[config.mk]
export PLATFORM = sky130hd
export DESIGN_NAME = eeg_aram_bank_ctrl
export DESIGN_NICKNAME = d
export VERILOG_FILES = /design/src/rtl/eeg_aram_pkg.sv /design/src/rtl/eeg_aram_bank_ctrl_fifo.sv /design/src/rtl/eeg_aram_bank_ctrl.sv
export SDC_FILE = /design/constraint.sdc
export NUM_CORES = 1
export LEC_CHECK = 0
export CAP_MARGIN = 20
export CORE_MARGIN = 2
export CORE_UTILIZATION = 45
export CTS_BUF_LIST = sky130_fd_sc_hd__clkbuf_4 sky130_fd_sc_hd__clkbuf_8
export DETAILED_ROUTE_END_ITERATION = 16
export PLACE_DENSITY = 0.81
export RECOVER_POWER = 25
export SETUP_SLACK_MARGIN = 0.5
export SYNTH_ARGS = -nofsm -noshare
export SYNTH_HDL_FRONTEND = slang
export SYNTH_SLANG_ARGS = --single-unit
[constraint.sdc]
create_clock -name clk -period 4 [get_ports clk]
set_clock_uncertainty 0.15 [all_clocks]
set_input_delay 1 -clock clk [delete_from_list [all_inputs] [get_ports clk]]
set_output_delay 1 -clock clk [all_outputs]
set_load 0.1 [all_outputs]
[src/rtl/eeg_aram_pkg.sv]
// -----------------------------------------------------------------------------
// eeg_aram_pkg
// Shared definitions for the ARAM bank controllers:
//   ARAM_ADD_AW_DFLT / ARAM_DAT_DW_DFLT : default SRAM address / word widths
//   aram_bank_st_t                      : bank controller FSM states
//   aram_dat_t                          : packed {lst, dat} output FIFO entry
// -----------------------------------------------------------------------------
package eeg_aram_pkg;

  localparam int unsigned ARAM_ADD_AW_DFLT = 12;
  localparam int unsigned ARAM_DAT_DW_DFLT = 4;

  typedef enum logic [1:0] {
    IDLE  = 2'd0,
    BURST = 2'd1,
    DRAIN = 2'd2
  } aram_bank_st_t;

  typedef struct packed {
    logic                        lst;
    logic [ARAM_DAT_DW_DFLT-1:0] dat;
  } aram_dat_t;

endpackage

[src/rtl/eeg_aram_bank_ctrl_fifo.sv]
// -----------------------------------------------------------------------------
// CPM_FIFO
// Synchronous FIFO with a combinational head (show-ahead) output.
// Ports:
//   clk, rst     : clock, synchronous active-high reset (clears pointers/count)
//   i_push       : write i_push_data at the tail
//   i_push_data  : entry to write
//   i_pop        : drop the head entry (caller guarantees non-empty)
//   o_head       : current head entry (undefined contents when empty)
//   o_empty      : no entries stored
//   o_count      : number of stored entries, 0 .. 2**ADDR_WIDTH
// -----------------------------------------------------------------------------
module CPM_FIFO #(
  parameter int unsigned DATA_WIDTH = 5,
  parameter int unsigned ADDR_WIDTH = 2
) (
  input  logic                  clk,
  input  logic                  rst,
  input  logic                  i_push,
  input  logic [DATA_WIDTH-1:0] i_push_data,
  input  logic                  i_pop,
  output logic [DATA_WIDTH-1:0] o_head,
  output logic                  o_empty,
  output logic [ADDR_WIDTH:0]   o_count
);

  localparam int unsigned DEPTH = 1 << ADDR_WIDTH;

  logic [DATA_WIDTH-1:0] r_mem [DEPTH];
  logic [ADDR_WIDTH-1:0] r_wptr;
  logic [ADDR_WIDTH-1:0] r_rptr;
  logic [ADDR_WIDTH:0]   r_count;
  logic                  w_full;

  assign w_full  = (r_count == (ADDR_WIDTH+1)'(DEPTH));
  assign o_empty = (r_count == '0);
  assign o_count = r_count;
  assign o_head  = r_mem[r_rptr];

  // Storage is not reset; consumers must qualify o_head with ~o_empty.
  always_ff @(posedge clk) begin
    if (i_push) begin
      r_mem[r_wptr] <= i_push_data;
    end
  end

  // Pointers wrap naturally because DEPTH is a power of two.
  always_ff @(posedge clk) begin
    if (rst) begin
      r_wptr  <= '0;
      r_rptr  <= '0;
      r_count <= '0;
    end else begin
      if (i_push) begin
        r_wptr <= r_wptr + 1'b1;
      end
      if (i_pop) begin
        r_rptr <= r_rptr + 1'b1;
      end
      case ({i_push, i_pop})
        2'b10:   r_count <= r_count + 1'b1;
        2'b01:   r_count <= r_count - 1'b1;
        default: r_count <= r_count;
      endcase
    end
  end

  always_ff @(posedge clk) begin
    if (!rst) begin
      assert (!(i_push && w_full));
    end
  end

endmodule

[src/rtl/eeg_aram_bank_ctrl.sv]
// -----------------------------------------------------------------------------
// eeg_aram_bank_ctrl
// One activation-RAM bank controller. Accepts read-address bursts from the
// ARAM router arbiter side, issues single-port SRAM reads and returns the data
// with burst-last tagging through a credit-guarded output FIFO. Loader writes
// share the SRAM and always win the cycle.
// Ports:
//   clk, rst                       : clock, synchronous active-high reset
//   AARB_ADD_VLD/LST/RDY/ADD       : read-address channel (RDY independent of VLD)
//   AARB_DAT_VLD/LST/RDY/DAT       : read-data channel, DAT/LST from FIFO head
//   WR_VLD/WR_RDY/WR_ADD/WR_DAT    : loader write port, WR_RDY tied high
//   RAM_CEN/WEN/ADD/DIN, RAM_DOUT  : single-port SRAM, DOUT one cycle after read
//   BUSY                           : controller not in IDLE
// -----------------------------------------------------------------------------
module eeg_aram_bank_ctrl #(
  parameter int unsigned ARAM_ADD_AW = eeg_aram_pkg::ARAM_ADD_AW_DFLT,
  parameter int unsigned ARAM_DAT_DW = eeg_aram_pkg::ARAM_DAT_DW_DFLT,
  parameter int unsigned OUT_DEPTH   = 4
) (
  input  logic                   clk,
  input  logic                   rst,
  input  logic                   AARB_ADD_VLD,
  input  logic                   AARB_ADD_LST,
  output logic                   AARB_ADD_RDY,
  input  logic [ARAM_ADD_AW-1:0] AARB_ADD_ADD,
  output logic                   AARB_DAT_VLD,
  output logic                   AARB_DAT_LST,
  input  logic                   AARB_DAT_RDY,
  output logic [ARAM_DAT_DW-1:0] AARB_DAT_DAT,
  input  logic                   WR_VLD,
  output logic                   WR_RDY,
  input  logic [ARAM_ADD_AW-1:0] WR_ADD,
  input  logic [ARAM_DAT_DW-1:0] WR_DAT,
  output logic                   RAM_CEN,
  output logic                   RAM_WEN,
  output logic [ARAM_ADD_AW-1:0] RAM_ADD,
  output logic [ARAM_DAT_DW-1:0] RAM_DIN,
  input  logic [ARAM_DAT_DW-1:0] RAM_DOUT,
  output logic                   BUSY
);

  import eeg_aram_pkg::*;

  localparam int unsigned FAW = $clog2(OUT_DEPTH);
  localparam int unsigned CW  = FAW + 1;

  aram_bank_st_t r_state;
  aram_bank_st_t w_next;

  logic          r_if_vld;
  logic          r_if_lst;

  logic          w_empty;
  logic [CW-1:0] w_occ;
  logic [CW-1:0] w_cred;
  logic          w_pop;
  logic          w_rd_ok;
  logic          w_rd_fire;
  aram_dat_t     w_head;
  aram_dat_t     w_push_ent;

  // Credits cover both stored words and the read whose data lands next cycle;
  // a pop this cycle returns its credit immediately so a full FIFO that is
  // being drained still accepts one address per cycle.
  assign w_pop     = ~w_empty & AARB_DAT_RDY;
  assign w_cred    = w_occ + CW'(r_if_vld) - CW'(w_pop);
  assign w_rd_ok   = (r_state != DRAIN) & ~WR_VLD & (w_cred < CW'(OUT_DEPTH));
  assign w_rd_fire = w_rd_ok & AARB_ADD_VLD;

  assign w_push_ent.lst = r_if_lst;
  assign w_push_ent.dat = RAM_DOUT;

  CPM_FIFO #(
    .DATA_WIDTH (1 + ARAM_DAT_DW),
    .ADDR_WIDTH (FAW)
  ) u_out_fifo (
    .clk         (clk),
    .rst         (rst),
    .i_push      (r_if_vld),
    .i_push_data (w_push_ent),
    .i_pop       (w_pop),
    .o_head      (w_head),
    .o_empty     (w_empty),
    .o_count     (w_occ)
  );

  // In-flight tag: the SRAM returns data one cycle after the read, so the
  // burst-last flag is carried alongside until the push. Reset drops it.
  always_ff @(posedge clk) begin
    if (rst) begin
      r_if_vld <= 1'b0;
      r_if_lst <= 1'b0;
    end else begin
      r_if_vld <= w_rd_fire;
      r_if_lst <= w_rd_fire & AARB_ADD_LST;
    end
  end

  always_ff @(posedge clk) begin
    if (rst) begin
      r_state <= IDLE;
    end else begin
      r_state <= w_next;
    end
  end

  always_comb begin
    w_next = r_state;
    case (r_state)
      IDLE: begin
        if (w_rd_fire) begin
          w_next = AARB_ADD_LST ? DRAIN : BURST;
        end
      end
      BURST: begin
        if (w_rd_fire && AARB_ADD_LST) begin
          w_next = DRAIN;
        end
      end
      DRAIN: begin
        if (w_pop && w_head.lst) begin
          w_next = IDLE;
        end
      end
      default: w_next = IDLE;
    endcase
  end

  always_comb begin
    AARB_ADD_RDY = w_rd_ok;
    WR_RDY       = 1'b1;
    BUSY         = (r_state != IDLE);
    AARB_DAT_VLD = ~w_empty;
    AARB_DAT_LST = ~w_empty & w_head.lst;
    AARB_DAT_DAT = w_empty ? '0 : w_head.dat;
    RAM_CEN      = 1'b0;
    RAM_WEN      = 1'b0;
    RAM_ADD      = '0;
    RAM_DIN      = '0;
    if (WR_VLD) begin
      RAM_CEN = 1'b1;
      RAM_WEN = 1'b1;
      RAM_ADD = WR_ADD;
      RAM_DIN = WR_DAT;
    end else if (w_rd_fire) begin
      RAM_CEN = 1'b1;
      RAM_ADD = AARB_ADD_ADD;
    end
  end

endmodule

Word level (Yosys, flattened, before mapping):

Memories as Yosys holds them, arrays and structs flattened. A register that Yosys moved wholly into a read port is not among the register bits.
Cells that the tools add are included.

* magnitude comparators: 1
* equality and inequality tests: 8
* add/sub/neg operators: 6
* muxes and demuxes: 17
* bitwise operators: 8
* reductions and logical operators: 7

Operator list (number)
* 12-bit two-way mux: 2
* 2-bit two-way mux: 6
* 4-bit two-way mux: 2
* 2-bit inequality test, second input constant: 4
* 1-bit AND: 6
* 2-bit case mux with 3 select lines: 1
* 3-bit case mux with 2 select lines: 1
* 1-bit two-way mux: 5
* 2-bit by 1-bit adder with 2-bit output, second input constant: 2
* 2-bit by 1-bit equality test with 1-bit output, second input constant: 2
* 2-bit equality test, second input constant: 2
* 2-bit nonzero test: 2
* 3-bit by 1-bit adder with 3-bit output: 1
* 3-bit by 1-bit adder with 3-bit output, second input constant: 1
* 3-bit zero test: 1
* 3-bit less-than comparator, second input constant: 1
* 3-bit AND reduction: 1
* 3-bit by 1-bit subtractor with 3-bit output: 1
* 3-bit by 1-bit subtractor with 3-bit output, second input constant: 1
* 1-bit logical AND: 2
* 2-bit zero test: 1
* 1-bit NOT: 2

* RAM bits: 20
* memories: 1
* output and inout bits: 27
* bits in registers: 11

Memories
* u_out_fifo.r_mem: depth 4, bits a word 5, read ports 1, clocked after Yosys merged registers in 1, wr ports 1, RTL line eeg_aram_bank_ctrl_fifo.sv:29 `logic [DATA_WIDTH-1:0] r_mem [DEPTH];`

Longest topological paths before layout:

* depth after elaboration: 10
* depth in mapped cells: 9
* depth with buffers taken out: 7

Cells and area by module:

A second synthesis with hierarchy kept.

* cells, all modules: 130
* area total of the unflattened synthesis: 1641.6 um^2

By module, submodules not included
* CPM_FIFO: cells each 72, times used 1, area an instance 1152.4 um^2
* eeg_aram_bank_ctrl: cells each 58, times used 1, area an instance 489.2 um^2

Least setup slack after synthesis:

Ideal clock, no wire load.

* path type: input-to-output
* start: input port AARB_DAT_RDY
* end: output port AARB_ADD_RDY
* path slack: -1491 ps
* stages: 7
* data required time: 2850 ps
* data arrival time: 4341 ps
* path buffers: 0
* cells stage by stage: nand2b_4 > or2_2 > ha_1 > nand2_1 > o311ai_4 > xnor2_1 > nor3b_1

* word-level cells in the longest chain between the ends: 4

RTL lines
* start: declaration: RTL line eeg_aram_bank_ctrl.sv:28 `input logic AARB_DAT_RDY,`
* 1-bit AND: RTL line eeg_aram_bank_ctrl.sv:65 `assign w_pop = ~w_empty & AARB_DAT_RDY;`
* 3-bit by 1-bit subtractor with 3-bit output: RTL line eeg_aram_bank_ctrl.sv:66 `assign w_cred = w_occ + CW'(r_if_vld) - CW'(w_pop);`
* 3-bit less-than comparator: RTL line eeg_aram_bank_ctrl.sv:67 `assign w_rd_ok = (r_state != DRAIN) & ~WR_VLD & (w_cred < CW'(OUT_DEPTH));`
* 1-bit AND: RTL line eeg_aram_bank_ctrl.sv:67
* end: declaration: RTL line eeg_aram_bank_ctrl.sv:24 `output logic AARB_ADD_RDY,`

Every way passes these cells.

Worst setup path after layout:

* start: input port AARB_DAT_RDY
* end: output port RAM_ADD[10]

* word-level cells in the longest chain between the ends: 7

RTL lines
* 1-bit AND: RTL line eeg_aram_bank_ctrl.sv:65
* 3-bit by 1-bit subtractor with 3-bit output: RTL line eeg_aram_bank_ctrl.sv:66
* 3-bit less-than comparator: RTL line eeg_aram_bank_ctrl.sv:67
* 1-bit AND: RTL line eeg_aram_bank_ctrl.sv:67
* 1-bit AND: RTL line eeg_aram_bank_ctrl.sv:68 `assign w_rd_fire = w_rd_ok & AARB_ADD_VLD;`
* 12-bit two-way mux: RTL line eeg_aram_bank_ctrl.sv:145 `end else if (w_rd_fire) begin`
* 12-bit two-way mux: RTL line eeg_aram_bank_ctrl.sv:140 `if (WR_VLD) begin`
* end: declaration: RTL line eeg_aram_bank_ctrl.sv:36 `output logic [ARAM_ADD_AW-1:0] RAM_ADD,`

Every way passes these cells.

==> impl_metrics.toml <==
[clock_tree]
numCtsBuffers = 5
clkLatencyLatePin_ns = 0.27
cts_sinks = 33
cts_tree = "built"
h-tree-depth = 2
clock-root-buffer = "clkbuf_8"
clk_pin_slew_ns = 0.06
cts.path.max_buffers = 2

[cells_and_area]
final_cells = 263
fillers = 199
areaGrowthSynthToFinish_pct = 69.9
fin_nets = 258
diodes = 0
drive_gt1_share_pct = 35.8

[synth]
ys_types = 35
synth_fp_nets = 183
synth_edf_count = 20
synth_top_area_share_pct = 34.8
ys_warn_count = 0
syn_inst = 139
synth_area_leaders = "edfxtp_1 (35%), dfxtp_1 (15%), mux4_2 (6.5%), a22o_1 (6.1%), ha_1 (3.6%)"
synth.avg_cell_area_um2 = 12.4
ys.flop_type = "edfxtp_1"
synth_common_cells = "edfxtp_1 (20), dfxtp_1 (13), a22o_1 (12)"
ys_ff_latch = 33
synth.largest_area_cell = "edfxtp_1"
async_flop_share_pct = 0
netlist_area_mm2 = 0.00172
yosysMostFrequentCell = "edfxtp_1"
ys_seq_area_share_pct = 49.9

[power]
combPwrFrac_pct = 66.6
switching_power_mw = 1.02
swShare_pct = 49.0
irDropWorstVdd_mv = 0.501
static-leakage-power_nw = 1.16
cellPowerDensity_mw_per_mm2 = 714
p_total_mw = 2.09
p_int_mw = 1.07
clkPwrFrac_pct = 11.4
seq_power_share_pct = 22.0

[grt]
grt_pass1_wl_um = 7570
grt_start_max_net_pins = 21
grt_pass1_vias = 1408
grt_overflow = 0
antenna_found_initial = 0
grt_use_total_pct = 24.1

[place]
place_congestion = 0.771
place_ws_ns = -0.399
placed_cells = 246
port-buffer-count = 63
dp_hpwl_um = 3310

[setup_path]
r2r_cells = 10
critPathRequiredTime_ns = 2.85
rrSetupSlack_ns = 1.37
worstSetupPathType = "in2out"
crit_path_max_fanout = 6
critPathCaptureType = "primary output"
worstPathArrival_ns = 2.89
startpoint_type = "primary input"

[timing]
fin_crit_sh_pct = 101
worst_pin_slew_ns = 0.916
fin_setup_tns_ns = -0.314
relSlewSlack_pct = 38.5
fin_ws_ns = -0.0430
final_hold_viol_count = 0
period_minus_slack_ns = 4.04
rsz0062_at_grt = "true"
slew_violations = 0
setup_viol = 14
fmax_ghz = 0.247

[route]
routedWlPerCell_um = 18.8
wl_um = 4940
vias = 1386
via_per_inst = 5.27
drtIter0Drc = 50
first_pass_iters = 4
ant_nets = 0
drc = 0

[flow_run]
cap_viol_max_count = 0

[die]
die-area_mm2 = 0.00434
fp.dieH_um = 65.9
rows = 22
ios = 65
start_util_pct = 47.1
core_mm2 = 0.00366
die_x_um = 65.9

[min_path]
hold_depth = 2
holdCritPathClass = "reg2reg"

[outcome]
violations = "setup timing"
status = "finished with violations"
## power by group through the flow
stage               Combinational (mW)  Clock, mW  Sequential, mW
floorplan                        0.968          0           0.427
global placement                  1.25          0           0.459
detailed placement                1.28          0           0.465
CTS                               1.36      0.242           0.458
global route                      1.45      0.259           0.467
finish                            1.39      0.238           0.460
## registers in the layout (all words and copies together), names as in the netlist, named ones only
signal and flops:
r_if_lst 1, r_if_vld 1, r_state 2, u_out_fifo.o_count 3, u_out_fifo.r_mem 20, u_out_fifo.r_rptr 2
u_out_fifo.r_wptr 2
## routing by layer
layer	up-vias	wire length, µm	GRT usage (%)
li1	648	-	-
met2	73	2550	43.1
met3	5	488	5.96
met1	660	1850	28.3
met4	0	42	7.29
met5	-	0	0
## worst max-delay path: stages
cell,delay [ns]
buf_8,0.08
nand2b_4,0.05
or2_4,0.23
ha_4,0.28
nand2_4,0.05
o311ai_4,0.31
mux2i_4,0.32
buf_6,0.14
buf_16,0.12
a22o_4,0.14
buf_12,0.17
## worst paths after layout
| kind | start | to |
|---|---|---|
| max | AARB_DAT_RDY | RAM_ADD[10] |
| min | r_state[0] | r_state[0] |
| max reg2reg | u_out_fifo.o_count[1] | r_state[0] |
| min reg2reg | r_state[0] | r_state[0] |
## layout make-up
type	count	area, µm²	share of cell area [%]
multi-input combinational	90	930	31.7
clock buffer	7	83.8	2.86
tap	48	60.1	2.05
clock inverter	1	3.75	0.128
timing repair buffer	78	968	33.1
inverter	6	22.5	0.769
sequential	33	861	29.4
## kinds of logic (layout without fill, tap and decap cells)
logic type,after synthesis,count (layout),share of synthesized area [%]
compound gates,19,19,10.3
xor+xnor,8,8,4.06
fa+ha+maj,6,6,4.79
mux,9,9,9.07
other cells,1,1,0.217
simple gates,47,47,16.3
buf+inv,16,92,5.30
flops,33,33,49.9
## stage by stage
stage	hold slack [ns]	area, µm²	utilization [%]
floorplan	0.288	1870	-
global placement	0.296	2720	74.3
detailed placement	0.315	2720	74.3
CTS	0.333	2900	79.3
global route	0.369	2930	80.0
finish	0.336	2930	80.0
## timing repair
action                                  in CTS  in global routing
endpoints found under the setup margin      14                 15
resized for setup                           12                  1
hold buffers                                 0                  0
cloned                                       1                  0
pin swaps                                    4                  6
setup buffers                                5                  3
## cell usage in the layout (no fill, tap or decap), types with 3 or more instances in the layout
master and count:
nand4b_1 3, nand2b_1 3, clkdlybuf4s50_1 36, buf_6 4
nor2b_1 7, xor2_1 3, xnor2_1 4, nand2_1 4
ha_1 4, nor2_1 9, mux4_2 5, dfxtp_1 13
and2_1 9, inv_1 6, a22o_4 12, mux2i_1 3
clkbuf_8 5, edfxtp_1 20, buf_4 16, buf_12 20
(Power assumes the default switching activity.)
